$ cat src/rtl/iwdg_ctrl.sv
// Wishbone write-only master that unlocks, configures, starts and refreshes an IWDG slave.
// Debug view of the sequencer: dbg_state carries the state_e encoding (IDLE=0 .. FAULT=7).
module iwdg_ctrl #(
    parameter int          GRL              = 1,
    parameter logic [31:0] BASE_ADR         = 32'h0100_0000,
    parameter int          ACK_TIMEOUT      = 16,
    parameter int          AUTO_KICK_PERIOD = 0,
    parameter int          CNT_W            = 24
) (
    input  logic         clk_m2s,
    input  logic         rst_m2s,
    input  logic         cfg_start,
    input  logic [2:0]   cfg_pr,
    input  logic [11:0]  cfg_rlr,
    input  logic         kick,
    input  logic         clr_fault,
    output logic [31:0]  adr_m2s,
    output logic [31:0]  dat_m2s,
    output logic [GRL:0] sel_m2s,
    output logic         cyc_m2s,
    output logic         stb_m2s,
    output logic         we_m2s,
    input  logic [31:0]  dat_s2m,
    input  logic         ack_s2m,
    input  logic         err_s2m,
    output logic         busy,
    output logic         armed,
    output logic         fault,
    output logic [15:0]  kick_cnt,
    output logic [2:0]   dbg_state
);

    typedef enum logic [2:0] {
        S_IDLE   = 3'd0,
        S_UNLOCK = 3'd1,
        S_WR_PR  = 3'd2,
        S_WR_RLR = 3'd3,
        S_START  = 3'd4,
        S_ARMED  = 3'd5,
        S_KICK   = 3'd6,
        S_FAULT  = 3'd7
    } state_e;

    localparam int              TO_W       = (ACK_TIMEOUT > 2) ? $clog2(ACK_TIMEOUT) : 1;
    localparam logic [TO_W-1:0] TO_LAST    = TO_W'(ACK_TIMEOUT - 1);
    localparam int              AKP_LAST_I = (AUTO_KICK_PERIOD > 0) ? AUTO_KICK_PERIOD - 1 : 0;
    localparam logic [CNT_W-1:0] AKP_LAST  = CNT_W'(AKP_LAST_I);

    localparam logic [31:0] KEY_UNLOCK = 32'h0000_5555;
    localparam logic [31:0] KEY_START  = 32'h0000_CCCC;
    localparam logic [31:0] KEY_REFR   = 32'h0000_AAAA;

    state_e           state_q, state_d;
    logic             cyc_q, cyc_d;
    logic [31:0]      adr_q, adr_d;
    logic [31:0]      dat_q, dat_d;
    logic [GRL:0]     sel_q, sel_d;
    logic             armed_q, armed_d;
    logic             fault_q, fault_d;
    logic             pend_q, pend_d;
    logic [15:0]      kcnt_q, kcnt_d;
    logic [TO_W-1:0]  to_q, to_d;
    logic [CNT_W-1:0] auto_q, auto_d;
    logic [2:0]       pr_q, pr_d;
    logic [11:0]      rlr_q, rlr_d;

    logic [31:0] wr_adr;
    logic [31:0] wr_dat;
    logic        unused_dat;

    assign unused_dat = ^dat_s2m;

    always_ff @(posedge clk_m2s) begin
        if (!rst_m2s) begin
            state_q <= S_IDLE;
            cyc_q   <= 1'b0;
            adr_q   <= '0;
            dat_q   <= '0;
            sel_q   <= '0;
            armed_q <= 1'b0;
            fault_q <= 1'b0;
            pend_q  <= 1'b0;
            kcnt_q  <= '0;
            to_q    <= '0;
            auto_q  <= '0;
            pr_q    <= '0;
            rlr_q   <= '0;
        end else begin
            state_q <= state_d;
            cyc_q   <= cyc_d;
            adr_q   <= adr_d;
            dat_q   <= dat_d;
            sel_q   <= sel_d;
            armed_q <= armed_d;
            fault_q <= fault_d;
            pend_q  <= pend_d;
            kcnt_q  <= kcnt_d;
            to_q    <= to_d;
            auto_q  <= auto_d;
            pr_q    <= pr_d;
            rlr_q   <= rlr_d;
        end
    end

    // Address/data presented by each write state; START re-uses the refresh key when already running.
    always_comb begin
        wr_adr = '0;
        wr_dat = '0;
        case (state_q)
            S_UNLOCK: begin wr_adr = BASE_ADR;            wr_dat = KEY_UNLOCK;      end
            S_WR_PR:  begin wr_adr = BASE_ADR + 32'h4;    wr_dat = {29'b0, pr_q};   end
            S_WR_RLR: begin wr_adr = BASE_ADR + 32'h8;    wr_dat = {20'b0, rlr_q};  end
            S_START:  begin wr_adr = BASE_ADR;            wr_dat = armed_q ? KEY_REFR : KEY_START; end
            S_KICK:   begin wr_adr = BASE_ADR;            wr_dat = KEY_REFR;        end
            default:  begin wr_adr = '0;                  wr_dat = '0;              end
        endcase
    end

    // Handshake: a write state spends one cycle with cyc=0 (launch), then holds cyc/stb/adr/dat
    // until ack or err is sampled; err (alone or with ack) or an expired timeout ends in FAULT.
    always_comb begin
        state_d = state_q;
        cyc_d   = cyc_q;
        adr_d   = adr_q;
        dat_d   = dat_q;
        sel_d   = sel_q;
        armed_d = armed_q;
        fault_d = fault_q;
        pend_d  = pend_q;
        kcnt_d  = kcnt_q;
        to_d    = to_q;
        auto_d  = auto_q;
        pr_d    = pr_q;
        rlr_d   = rlr_q;

        if (AUTO_KICK_PERIOD > 0 && armed_q) begin
            if (auto_q == AKP_LAST) begin
                auto_d = '0;
                pend_d = 1'b1;
            end else begin
                auto_d = auto_q + CNT_W'(1);
            end
        end else begin
            auto_d = '0;
        end

        if (kick && armed_q && state_q != S_IDLE && state_q != S_FAULT) begin
            pend_d = 1'b1;
        end

        case (state_q)
            S_IDLE: begin
                if (cfg_start) begin
                    state_d = S_UNLOCK;
                    pr_d    = cfg_pr;
                    rlr_d   = cfg_rlr;
                end
            end
            S_ARMED: begin
                if (cfg_start) begin
                    state_d = S_UNLOCK;
                    pr_d    = cfg_pr;
                    rlr_d   = cfg_rlr;
                end else if (pend_q) begin
                    state_d = S_KICK;
                    pend_d  = 1'b0;
                end
            end
            S_FAULT: begin
                if (clr_fault) begin
                    state_d = S_IDLE;
                    fault_d = 1'b0;
                end
            end
            default: begin
                if (!cyc_q) begin
                    cyc_d = 1'b1;
                    adr_d = wr_adr;
                    dat_d = wr_dat;
                    sel_d = '1;
                    to_d  = '0;
                end else if (err_s2m || (!ack_s2m && to_q == TO_LAST)) begin
                    cyc_d   = 1'b0;
                    adr_d   = '0;
                    dat_d   = '0;
                    sel_d   = '0;
                    state_d = S_FAULT;
                    armed_d = 1'b0;
                    fault_d = 1'b1;
                    pend_d  = 1'b0;
                    auto_d  = '0;
                end else if (ack_s2m) begin
                    cyc_d = 1'b0;
                    adr_d = '0;
                    dat_d = '0;
                    sel_d = '0;
                    case (state_q)
                        S_UNLOCK: state_d = S_WR_PR;
                        S_WR_PR:  state_d = S_WR_RLR;
                        S_WR_RLR: state_d = S_START;
                        S_START: begin
                            state_d = S_ARMED;
                            armed_d = 1'b1;
                        end
                        S_KICK: begin
                            state_d = S_ARMED;
                            auto_d  = '0;
                            if (kcnt_q != 16'hFFFF) kcnt_d = kcnt_q + 16'd1;
                        end
                        default: state_d = S_IDLE;
                    endcase
                end else begin
                    to_d = to_q + TO_W'(1);
                end
            end
        endcase
    end

    assign adr_m2s   = adr_q;
    assign dat_m2s   = dat_q;
    assign sel_m2s   = sel_q;
    assign cyc_m2s   = cyc_q;
    assign stb_m2s   = cyc_q;
    assign we_m2s    = cyc_q;
    assign busy      = (state_q == S_UNLOCK) || (state_q == S_WR_PR) || (state_q == S_WR_RLR) ||
                       (state_q == S_START)  || (state_q == S_KICK);
    assign armed     = armed_q;
    assign fault     = fault_q;
    assign kick_cnt  = kcnt_q;
    assign dbg_state = state_q;

endmodule
$ cat config.mk
export PLATFORM = sky130hd
export DESIGN_NAME = iwdg_ctrl
export DESIGN_NICKNAME = d
export VERILOG_FILES = /design/src/rtl/iwdg_ctrl.sv
export SDC_FILE = /design/constraint.sdc
export NUM_CORES = 1
export LEC_CHECK = 0
export ABC_CLOCK_PERIOD_IN_PS = 1850
export BUFFER_PORTS_ARGS = -buffer_cell sky130_fd_sc_hd__buf_4
export CORE_ASPECT_RATIO = 0.7
export CORE_MARGIN = 1.5
export CORE_UTILIZATION = 43
export CTS_CLUSTER_DIAMETER = 100
export DETAILED_ROUTE_END_ITERATION = 16
export PLACE_DENSITY = 0.86
export SYNTH_ARGS = -nofsm -noshare
export SYNTH_HDL_FRONTEND = slang
export SYNTH_SLANG_ARGS = --single-unit
$ cat constraint.sdc
create_clock -name clk_m2s -period 1.85 [get_ports clk_m2s]
set_clock_uncertainty 0.1 [all_clocks]
set_input_delay 0.0925 -clock clk_m2s [delete_from_list [all_inputs] [get_ports clk_m2s]]
set_output_delay 0.0925 -clock clk_m2s [all_outputs]
set_load 0.02 [all_outputs]
==> summary.md <==
| Metric | Value |
|---|---|
| Sw Share | `39.1%` |
| Die width | `108 um` |
| Yosys warns | `0` |
| Share of post-route cells with drive strength above 1 | `between 20% and 30%` |
| Worst path depth | `6` |
| Reg2Reg Launch Point | `to_q[1]$_SDFFE_PN0P_` |
| Crit end category | `register` |
| Setup Buffers After CTS | `0` |
| Antenna-violating nets left | `0` |
| CTS Sinks | `62` |
| First-pass GRT wire length | `about 14 mm` |
| DRC viols | `0` |
| Clock share of power | `around 22%` |
| Avg Inst Size Synth | `8.56 um^2` |
| Pwr/cell area | `around 1200 nW/um^2` |
| CTS HTree Levels | `3` |
| Static Leak | `between 1.5 and 2 nW` |
| Number of synthesized flops with an enable pin | `0` |
| Via Count | `3211` |
| Root Buffer | `clkbuf_8` |
| Switching pwr | `2.08 mW` |
| DR WL/cell | `around 16 um` |
| I/O pin total | `between 100 and 150` |
| DP HPWL | `~6.2 mm` |
| Flop pwr share | `about 32%` |
| Main synth FF type | `dfxtp_1` |
| Hold path start | `clr_fault` |
| Critical Path Slowest Stage Cell | `a311o_2` |
| Cell count after synthesis | `approximately 390` |
| Netlist cell types | `63` |
| Fmax | `556 MHz` |
| Routed vias/inst | `approximately 5.5` |
| Total Wirelength | `8.99 mm` |
| Gr usage total | `between 20% and 30%` |
| Number of global-route vias before repair | `roughly 2900` |
| Fillers | `just over 600` |
| Final worst slack | `0.0503 ns` |
| Initial DRC count | `215` |
| Worst skew pair latency | `0.35 ns` |
| P&R area growth vs syn | `29.1%` |
| MaxCap Viol Count | `0` |
| DRT Pass-1 Iters | `5` |
| Logic gate share of total power | `45.5%` |
| Crit path time final | `around 1.8 ns` |
| Antenna cells | `0` |
| Area contributors post-synth | `dfxtp_1 (37%), buf_4 (12%), mux2i_1 (5.1%)` |
| CTS Buffer Depth | `2` |
| Total CTS buffers | `9` |
| Routability congestion estimate from global placement | `0.882` |
| Internal | `roughly 3.2 mW` |
| Final setup violation count | `0` |
| Chip height | `about 77 um` |
| Post-Syn Area | `between 3000 and 4000 um^2` |
| Initial antenna violation count | `0` |
| CP Buf/Inv Count | `1` |
| Starting Density | `45.0%` |
| CTS tree | `done` |
| Crit-path max cell delay | `~0.44 ns` |
| Crit-path cells | `ha_2 -> a311o_2 -> o211ai_2 -> buf_12 -> nand2_1 -> a31oi_1` |
| WP data arrival | `just under 2 ns` |
| Yosys top cell area share | `a little under two fifths` |
| Util after Layout | `just under 60%` |
| Total die area | `just over 8000 um^2` |
| Delay-heaviest family, CP | `compound AO/OA/AOI/OAI gates` |
| Top-count cell post-synth | `dfxtp_1` |
| Fin. max-slew vios | `0` |
| Top post-synthesis cells by count | `dfxtp_1 (62), buf_4 (52), nor2_1 (44)` |
| Row cnt | `26` |
| Final Cycle Share | `between 90 and 100%` |
| CP max FO | `18` |
| Pre-CTS setup slack | `-0.0330 ns` |
| Ys async rst share | `0%` |
| Critical path class | `reg2reg` |
| Register area share after synthesis | `37.4%` |
| Status | `complete, no violations` |
| Nets | `535` |
| Worst Setup SP | `to_q[1]$_SDFFE_PN0P_` |
| Gr ovfl total | `0` |
| Yosys reg bits | `62` |
| Hold Fails Final Rpt | `0` |
| Worst-path clk slew | `0.06 ns` |
| Worst reg2reg path depth | `6` |
| HP Class | `in2reg` |
| Required @ worst endpoint | `between 2 and 2.5 ns` |
| Hold-critical path depth | `3` |
| Placeable Area | `~7400 um^2` |
| RSZ-0062 raised after global routing | `no` |
| Area leader, netlist | `dfxtp_1` |
| Largest net degree at the start of global routing | `35` |
| Worst ir drop on vdd | `roughly 0.77 mV` |
| I/O Buffers | `between 60 and 70` |
| CP Launch Type | `register` |
cells by family after synthesis:
kind of cell,count (synthesis),synth area share (%)
AND/OR/NAND/NOR,137,22.4
AO/OA/AOI/OAI,94,19.3
buffers and inverters,74,14.7
flip-flops,62,37.4
multiplexers,18,5.47
adder cells (fa/ha/maj),2,0.754
other,1,0.113
power groups by stage:
stage | logic [mW] | registers, mW | clock network, mW
final | 2.42 | 1.70 | 1.19
after CTS | 2.36 | 1.70 | 1.19
after floorplan | 1.38 | 1.87 | 0
after global placement | 2.25 | 1.72 | 0
after detailed placement | 2.32 | 1.73 | 0
after global routing | 2.59 | 1.73 | 1.25
registers in the layout, summed over array words and instances, names as in the netlist:
| name | count |
|---|---|
| dat_m2s | 16 |
| to_q | 4 |
| sel_m2s | 1 |
| dbg_state | 3 |
| rlr_q | 12 |
| pend_q | 1 |
| adr_m2s | 3 |
| cyc_m2s | 1 |
| pr_q | 3 |
| armed | 1 |
| fault | 1 |
| kick_cnt | 16 |
through the flow:
stage | power [mW] | instance area [um^2] | hold WS (ns) | TNS [ns] | cells
after CTS | 5.25 | 4240 | 0.0400 | 0 | 580
after global routing | 5.56 | 4290 | 0.0828 | 0 | 580
after detailed placement | 4.05 | 3890 | 0.234 | -0.0330 | 550
final | 5.32 | 4290 | 0.0634 | 0 | 580
after floorplan | 3.25 | 3490 | 0.139 | 0 | 432
after global placement | 3.97 | 3890 | 0.226 | 0 | 550
repair_timing:
action | in CTS | in global routing
hold buffers | 16 | 0
endpoints found under the hold margin | 16 | 0
pin swaps | 0 | 5
setup endpoints to repair | 4 | 22
gates resized for setup | 1 | 15
final timing paths:
kind	endpoint	slack [ns]
worst min-delay path	fault$_SDFFE_PN0P_	0.06
worst max register to register	dat_m2s[10]$_SDFFE_PN0P_	0.05
worst min register to register	dat_m2s[5]$_SDFFE_PN0P_	0.37
worst max-delay path	dat_m2s[10]$_SDFFE_PN0P_	0.05
worst register-to-register path, delay by kind of cell, from the launching register on:
kind / cells / cell delay (ns)
simple gates: 1 / 0.06
buf+inv: 1 / 0.18
compound gates: 3 / 0.84
fa+ha+maj: 1 / 0.21
flops: 1 / 0.33
cells in the final DEF (no fill, tap or decap), types with 3 or more instances in the layout:
cell type / count
buf_4: 85
dfxtp_1: 54
conb_1: 45
nor2_1: 43
a21oi_1: 28
nand2_1: 24
mux2i_1: 17
dlygate4sd3_1: 16
o21ai_0: 13
clkbuf_8: 11
nand2b_1: 9
nand4_1: 8
nand3_1: 8
dfxtp_2: 8
o31ai_1: 6
nor3_1: 6
buf_12: 6
and2_1: 5
o41ai_1: 5
or4_1: 5
a31oi_1: 5
o311ai_0: 4
or3_1: 4
o21a_1: 4
a22oi_1: 4
o221a_2: 3
a2bb2oi_1: 3
cell type report:
class | instances | area, um^2 | share of cell area [%]
Sequential cell | 62 | 1250 | 29.2
Tap cell | 98 | 123 | 2.86
Inverter | 3 | 11.3 | 0.263
Multi-Input combinational cell | 296 | 1790 | 41.9
Timing Repair Buffer | 107 | 918 | 21.4
Clock buffer | 13 | 159 | 3.71
Clock inverter | 1 | 30.0 | 0.701
per-layer routing:
layer | up-vias | wire length, um | track usage [%]
li1 | 1497 | - | -
met1 | 1511 | 3890 | 29.1
met2 | 175 | 4090 | 32.6
met3 | 28 | 761 | 5.99
met4 | 0 | 258 | 8.55
met5 | - | 0 | 0
(Power assumes the default switching activity.)
